$ cat config.mk
export PLATFORM = sky130hd
export DESIGN_NAME = mem_wb_pipe_reg
export DESIGN_NICKNAME = d
export VERILOG_FILES = /design/src/rtl/mem_wb_pipe_reg_pkg.sv /design/src/rtl/pipe_skid_buf.sv /design/src/rtl/mem_wb_pipe_reg.sv
export SDC_FILE = /design/constraint.sdc
export NUM_CORES = 1
export LEC_CHECK = 0
export ABC_AREA = 1
export CAP_MARGIN = 15
export CORE_MARGIN = 2
export CORE_UTILIZATION = 56
export DETAILED_ROUTE_END_ITERATION = 16
export GPL_TIMING_DRIVEN = 0
export HOLD_SLACK_MARGIN = 0.05
export PLACE_DENSITY = 0.86
export SYNTH_ARGS = -nofsm -noshare
export SYNTH_HDL_FRONTEND = slang
export SYNTH_SLANG_ARGS = --single-unit
$ cat constraint.sdc
create_clock -name clk -period 11.33 [get_ports clk]
set_input_delay 1.6995 -clock clk [delete_from_list [all_inputs] [get_ports clk]]
set_output_delay 1.6995 -clock clk [all_outputs]
set_load 0.01 [all_outputs]
$ cat src/rtl/mem_wb_pipe_reg_pkg.sv
// Shared constants for the MEM->WB boundary: regfile geometry and payload sizing.
package pipe_defs;

    localparam int DATA_WIDTH    = 32;
    localparam int ADDR_WIDTH    = 5;
    localparam int ZERO_REG_ADDR = 0;

    // Packed payload = {data, addr, we[, hi, lo, whilo]}
    function automatic int payload_w(input int dw, input int aw, input int hilo_en);
        return dw + aw + 1 + hilo_en * (2 * dw + 1);
    endfunction

endpackage

$ cat src/rtl/pipe_skid_buf.sv
// Generic two-entry valid/ready skid buffer with flush; in_ready is purely registered.
module pipe_skid_buf #(
    parameter int WIDTH = 8
) (
    input  logic             clk,
    input  logic             rst,
    input  logic             flush,
    input  logic             in_valid,
    output logic             in_ready,
    input  logic [WIDTH-1:0] in_data,
    output logic             out_valid,
    input  logic             out_ready,
    output logic [WIDTH-1:0] out_data
);

    logic             main_valid, skid_valid;
    logic [WIDTH-1:0] main_data, skid_data;
    logic             acc, drn;

    assign in_ready  = ~skid_valid;
    assign out_valid = main_valid;
    assign out_data  = main_data;
    assign acc       = in_valid & in_ready;
    assign drn       = main_valid & out_ready;

    always_ff @(posedge clk or posedge rst) begin
        if (rst) begin
            main_valid <= 1'b0;
            skid_valid <= 1'b0;
            main_data  <= '0;
            skid_data  <= '0;
        end else if (flush) begin
            // Payloads may go stale; only the valids matter downstream.
            main_valid <= 1'b0;
            skid_valid <= 1'b0;
        end else if (!main_valid || drn) begin
            if (skid_valid) begin
                main_data  <= skid_data;
                main_valid <= 1'b1;
                skid_valid <= acc;
                if (acc) skid_data <= in_data;
            end else if (acc) begin
                main_data  <= in_data;
                main_valid <= 1'b1;
            end else begin
                main_valid <= 1'b0;
            end
        end else if (acc) begin
            skid_data  <= in_data;
            skid_valid <= 1'b1;
        end
    end

endmodule

$ cat src/rtl/mem_wb_pipe_reg.sv
// MEM->WB pipeline register: skid-buffered handshake, qualified write enables, stall counter.
module mem_wb_pipe_reg #(
    parameter int DATA_WIDTH = 32,
    parameter int ADDR_WIDTH = 5,
    parameter int HILO_EN    = 1,
    parameter int CNT_WIDTH  = 16
) (
    input  logic                  clk,
    input  logic                  rst,
    input  logic                  flush,
    input  logic                  mem_valid,
    output logic                  mem_ready,
    input  logic [DATA_WIDTH-1:0] mem_reg_write_data,
    input  logic [ADDR_WIDTH-1:0] mem_reg_write_addr,
    input  logic                  mem_reg_write_en,
    input  logic [DATA_WIDTH-1:0] mem_hi,
    input  logic [DATA_WIDTH-1:0] mem_lo,
    input  logic                  mem_whilo,
    output logic                  wb_valid,
    input  logic                  wb_ready,
    output logic [DATA_WIDTH-1:0] wb_reg_write_data,
    output logic [ADDR_WIDTH-1:0] wb_reg_write_addr,
    output logic                  wb_reg_write_en,
    output logic [DATA_WIDTH-1:0] wb_hi,
    output logic [DATA_WIDTH-1:0] wb_lo,
    output logic                  wb_whilo,
    output logic [CNT_WIDTH-1:0]  stall_cnt
);
    import pipe_defs::*;

    localparam int PW = payload_w(DATA_WIDTH, ADDR_WIDTH, (HILO_EN != 0) ? 1 : 0);

    logic [PW-1:0]         in_payload, out_payload;
    logic                  main_valid, main_we, main_whilo;
    logic [ADDR_WIDTH-1:0] main_addr;

    generate
        if (HILO_EN != 0) begin : g_hilo
            assign in_payload = {mem_reg_write_data, mem_reg_write_addr, mem_reg_write_en,
                                 mem_hi, mem_lo, mem_whilo};
            assign {wb_reg_write_data, main_addr, main_we, wb_hi, wb_lo, main_whilo} = out_payload;
        end else begin : g_no_hilo
            logic unused_hilo;
            assign unused_hilo = ^{mem_hi, mem_lo, mem_whilo};
            assign in_payload  = {mem_reg_write_data, mem_reg_write_addr, mem_reg_write_en};
            assign {wb_reg_write_data, main_addr, main_we} = out_payload;
            assign wb_hi      = '0;
            assign wb_lo      = '0;
            assign main_whilo = 1'b0;
        end
    endgenerate

    pipe_skid_buf #(.WIDTH(PW)) u_skid (
        .clk       (clk),
        .rst       (rst),
        .flush     (flush),
        .in_valid  (mem_valid),
        .in_ready  (mem_ready),
        .in_data   (in_payload),
        .out_valid (main_valid),
        .out_ready (wb_ready),
        .out_data  (out_payload)
    );

    assign wb_valid          = main_valid;
    assign wb_reg_write_addr = main_addr;
    // $zero writes never reach the regfile.
    assign wb_reg_write_en   = main_valid & main_we & (main_addr != ADDR_WIDTH'(ZERO_REG_ADDR));
    assign wb_whilo          = main_valid & main_whilo;

    always_ff @(posedge clk or posedge rst) begin
        if (rst)
            stall_cnt <= '0;
        else if (wb_valid && !wb_ready && !(&stall_cnt))
            stall_cnt <= stall_cnt + 1'b1;
    end

endmodule

=== Word level (Yosys, flattened, before mapping) ===
Index checks and enable logic that the tools add are counted.

* Add/subtract/negate cells: 1
* Eq/ne operators: 1
* Muxes and demuxes: 13
* Bitwise gates (word level): 7
* Reductions and logical operators: 13

{| class="wikitable"
|+ Operators with widths
! kind !! number
|-
| $mux 103 || 5
|-
| $add 16x1->16 const B || 1
|-
| $reduce_and 16->1 || 1
|-
| $mux 1 || 8
|-
| $and 1x1->1 || 5
|-
| $reduce_bool 5->1 || 1
|-
| $reduce_bool 2->1 || 2
|-
| $logic_not 1->1 || 3
|-
| $reduce_and 3->1 || 1
|-
| $reduce_bool 3->1 || 1
|-
| $logic_and 1x1->1 || 2
|-
| $ne 2x1->1 const B || 1
|-
| $not 1->1 || 2
|-
| $reduce_and 2->1 || 1
|-
| $logic_or 1x1->1 || 1
|}

* Register bits after elaboration: 224
* Output and inout port bits: 121
* Word-level logic and storage cells: 40

=== Logic depth before layout (Yosys ltp) ===
* Depth after elaboration: 6
* Gate-level depth with buffers: 9

=== Hierarchy ===
From an unflattened synthesis, not the netlist that was laid out.

* Cells, all modules: 1404
* Area, all modules: 10540.1 µm²

{| class="wikitable"
|+ Modules (own cells, without submodules)
! module !! times used !! cells an instance !! area each (µm²) !! seq. area each (µm²)
|-
| pipe_skid_buf || 1 || 1242 || 9475.3 || 5205.0
|-
| mem_wb_pipe_reg || 1 || 162 || 1064.8 || 400.4
|}

=== Least setup slack after synthesis ===
Ideal clock, no wire load.

* Path kind: in2reg
* Start: input port wb_ready
* End: register u_skid.skid_data[14]
* Library setup time: 0.130 ns
* Arrival: 2.475 ns
* Data required time: 11.200 ns
* Path slack: 8.725 ns
* Stages on the path: 8
* Path through: inv_1 -> nand2_4 -> nor2_4 -> nand3_4 -> buf_6 -> buf_2 -> nand2_1 -> o21ai_1

* Word-level cells in the longest chain between the ends: 4
* Elaborated cells between the ends (all ways): 5
* Classes of those cells: eq/ne: 1; mux: 1; bitwise: 1; reduce/logical: 2

{| class="wikitable"
|+ RTL lines
! item !! RTL line !! text
|-
| from (decl) || mem_wb_pipe_reg.sv:20 || <nowiki>input logic wb_ready,</nowiki>
|-
| $and 1x1->1 * || pipe_skid_buf.sv:24 || <nowiki>assign drn = main_valid & out_ready;</nowiki>
|-
| $logic_or 1x1->1 * || pipe_skid_buf.sv:36 || <nowiki>end else if (!main_valid || drn) begin</nowiki>
|-
| $ne 2x1->1 (no source line) || - ||
|-
| $reduce_and 2->1 (no source line) || - ||
|-
| to (signal assigned) || pipe_skid_buf.sv:41 || <nowiki>if (acc) skid_data <= in_data;</nowiki>
|-
| to (signal assigned) || pipe_skid_buf.sv:49 || <nowiki>skid_data <= in_data;</nowiki>
|-
| to (decl) || pipe_skid_buf.sv:17 || <nowiki>logic [WIDTH-1:0] main_data, skid_data;</nowiki>
|}

Mark *: on every way between the ends. The rest lies on a longest branch, timed or not.
A chain may end at the register's enable or synchronous reset.

=== Worst setup path in the final report ===
* Start: register u_skid.skid_valid
* End: output port mem_ready

* Word-level cells in the longest chain between the ends: 1

{| class="wikitable"
|+ RTL lines
! item !! RTL line !! text
|-
| from (decl) || pipe_skid_buf.sv:16 || <nowiki>logic main_valid, skid_valid;</nowiki>
|-
| from (signal assigned) || pipe_skid_buf.sv:29 || <nowiki>skid_valid <= 1'b0;</nowiki>
|-
| from (signal assigned) || pipe_skid_buf.sv:35 || <nowiki>skid_valid <= 1'b0;</nowiki>
|-
| from (signal assigned) || pipe_skid_buf.sv:40 || <nowiki>skid_valid <= acc;</nowiki>
|-
| $not 1->1 || pipe_skid_buf.sv:20 || <nowiki>assign in_ready = ~skid_valid;</nowiki>
|-
| to (decl) || mem_wb_pipe_reg.sv:12 || <nowiki>output logic mem_ready,</nowiki>
|}

Every way passes these cells.

==> metrics.md <==
| Metric | Value |
|---|---|
| CTS buffer count | 24 |
| Pins Over Slew Limit | 0 |
| Cell breakdown of the critical path | inv_2 > buf_2 > buf_2 > clkdlybuf4s50_1 |
| Post-synthesis async set-or-reset flop share | 1.00 |
| Final Critical Period | between 3 and 4 ns |
| Leak | ~7.3 nW |
| Yosys top cell area share | 0.505 |
| Worst-Margin Slew | approximately 0.55 ns |
| Wire per inst | 15.4 um |
| Fillers | 1364 |
| Buf+Inv Stages, Crit Path | 4 |
| Synth cell count leaders | 379 x nand2_1, 224 x dfrtp_1, 125 x inv_1 |
| RSZ-0062 raised after global routing | false |
| First-pass GRT wire length | roughly 44 mm |
| Core area | between 0.015 and 0.02 mm^2 |
| Drt first-iter violations | around 540 |
| PnR Total Power | 0.00248 W |
| Final Skew | roughly 0.0072 ns |
| Slowest stage delay, CP | approximately 0.57 ns |
| Initial antenna violation count | 2 |
| Register bit total from synthesis | roughly 220 |
| I/O pin count | around 230 |
| CTS Buffer Depth | 3 |
| Post-Syn Area | 0.0111 mm^2 |
| Synth area leaders | dfrtp_1 50%, nand2_1 13%, o21ai_2 8.1%, buf_4 6.9%, o21ai_0 4.9% |
| Tot GR Track Use | 0.265 |
| Clk sink count | between 200 and 250 |
| Largest area contributor in the netlist | dfrtp_1 |
| Slowest stage cell on the critical path | clkdlybuf4s50_1 |
| Vias | 9287 |
| Non-Filler Instances | around 1800 |
| Area grow syn2layout | 31.8% |
| Relative slew slack | 0.631 |
| Final hold violation count | 0 |
| Pin count of the biggest net entering global routing | between 80 and 90 |
| Number of synthesized flops with an enable pin | 0 |
| Hold buffer count at CTS | 0 |
| Die span in y | between 100 and 150 um |
| CTS tree | yes |
| Post-CTS Setup Inserts | 0 |
| Post-Synthesis Cells | approximately 1300 |
| Reg clk slew, reported paths | approximately 0.060 ns |
| Yosys warns | 0 |
| Routability cong. | roughly 0.84 |
| Port buffer count | ~230 |
| Die width | 145 um |
| Worst setup SP type | flop |
| Syn_nets | between 1000 and 1500 |
| Critical path class | reg -> out |
| Setup TNS | 0 ns |
| Worst path most repeated cell | buf_2 |
| Final setup viols | 0 |
| Post-Syn Area per Cell | between 8 and 9 um^2 |
| Max cap viols | 0 |
| Starting Density | 0.571 |
| Power Density | roughly 170 mW/mm^2 |
| Status | finished clean |
| Seq/Total Area, Yosys | 0.505 |
| Ys flop type | dfrtp_1 |
| Vias in the first global route | between 9000 and 10000 |
| Critical Path End Type | primary output |
| Worst min path class | reg -> reg |
| Layout cells sized above 1 | 0.204 |
| Max Clk Rate | ~250 MHz |
| Post-synthesis cell type count | 27 |
| Crit path DAT | 2.25 ns |
| Post-CTS sizing | 0 |
| Count leader, synth | nand2_1 |
| Max FO, Critical Path | 10 |
| CTS H-tree lvls | 1 |
| DR DRC count | 0 |
| IR drop worst, VDD | around 0.00013 V |
| Latest clock arrival within the worst-skew pair | about 0.51 ns |
| CP top delay family | buffers and inverters |
| Antenna Nets Post-Route | 0 |
| Post-Route WL | 27.9 mm |
| First-pass DRT Iterations | 7 |
| Final period util | 0.349 |
| Worst endpoint required time | around 9.6 ns |
| Remaining Overflow, GRT | 0 |
| Via/cell ratio | slightly above 5 |
| Final nets | approximately 1600 |
| Full die area | 0.0210 mm^2 |
| Cell row count | between 50 and 60 |
| Post-Place Cells | about 1800 |
| Placed wire-length estimate | roughly 20 mm |
| CTS Root Cell | clkbuf_16 |
## per-layer routing
| layer | global-route usage | vias to the layer above | share of wire |
|---|---|---|---|
| met3 | 0.0415 | 74 | 0.060 |
| li1 | - | 4432 | - |
| met2 | 0.455 | 317 | 0.50 |
| met4 | 0.101 | 2 | 0.031 |
| met1 | 0.339 | 4462 | 0.41 |
| met5 | 0 | - | 0.00047 |
## worst paths after layout
kind / start / end / slack [ns] / cells after the start
setup / recovery: u_skid.skid_valid / mem_ready / 7.38 / 4
min in group asynchronous: rst / u_skid.skid_data[40] / 1.63 / 2
max in group asynchronous: rst / stall_cnt[3] / 8.55 / 4
setup reg to reg: u_skid.skid_valid / u_skid.out_data[16] / 9.53 / 5
hold reg to reg: u_skid.skid_data[66] / u_skid.skid_data[66] / 0.48 / 2
hold / removal: u_skid.skid_data[66] / u_skid.skid_data[66] / 0.48 / 2
## kinds of logic after synthesis
group	share of synthesized area
compound gates	0.178
xor+xnor	0.00394
fa+ha+maj	0.00113
buf+inv	0.158
flops	0.505
simple gates	0.155
## per-stage QoR
step | hold WS [ns] | cell area (um^2) | worst slack, ns | utilization
finish | 0.482 | 14600 | 7.38 | 0.752
global route | 0.495 | 14600 | 7.26 | 0.752
global placement | 0.462 | 13700 | 0.763 | 0.705
floorplan | 0.448 | 11100 | 3.50 | -
detailed placement | 0.470 | 13800 | 7.89 | 0.708
CTS | 0.485 | 14600 | 7.34 | 0.752
## placed cells by master, fill, tap and decap left out, types with 4 or more instances in the layout
master	synthesis	routed
nand4_1	4	4
o21ai_0	109	109
clkbuf_8	0	6
nand2_1	379	379
nor2_1	21	21
nand3_1	10	10
buf_6	29	29
buf_4	102	102
clkbuf_1	16	21
o21ai_1	100	100
dfrtp_1	224	224
inv_2	6	6
buf_2	21	21
inv_1	125	124
clkdlybuf4s50_1	0	228
nor2_4	5	5
clkbuf_16	0	25
o21ai_2	103	103
## power by group
| group | switching [W] | internal, W | total, W |
|---|---|---|---|
| clock | 0.000313 | 0.000511 | 0.000824 |
| sequential | 0.000100 | 0.000953 | 0.00105 |
| combinational | 0.000266 | 0.000332 | 0.000598 |
| total | 0.000678 | 0.00180 | 0.00248 |
## final cells by class
cell class	instances	area, um^2	area share
clock buffer	36	727	0.0497
timing repair buffer	230	2340	0.160
multi-input combinational	750	3750	0.256
clock inverter	8	121	0.00829
buffer	168	1260	0.0859
tap	265	332	0.0227
antenna	2	5.00	0.000342
inverter	131	499	0.0341
sequential	224	5610	0.383
## worst register-to-register path, cell delays in order, from the launching register on
cell and delay [ns]:
dfrtp_1 0.39, inv_2 0.22, buf_2 0.33, clkbuf_1 0.41
o21ai_0 0.22, o21ai_2 0.17
## sequential cells by signal, indices dropped and copies added, names as in the netlist
register	cells
u_skid.skid_data	103
u_skid.out_valid	1
u_skid.skid_valid	1
u_skid.out_data	103
stall_cnt	16
Power figures use the tool's default switching activity.
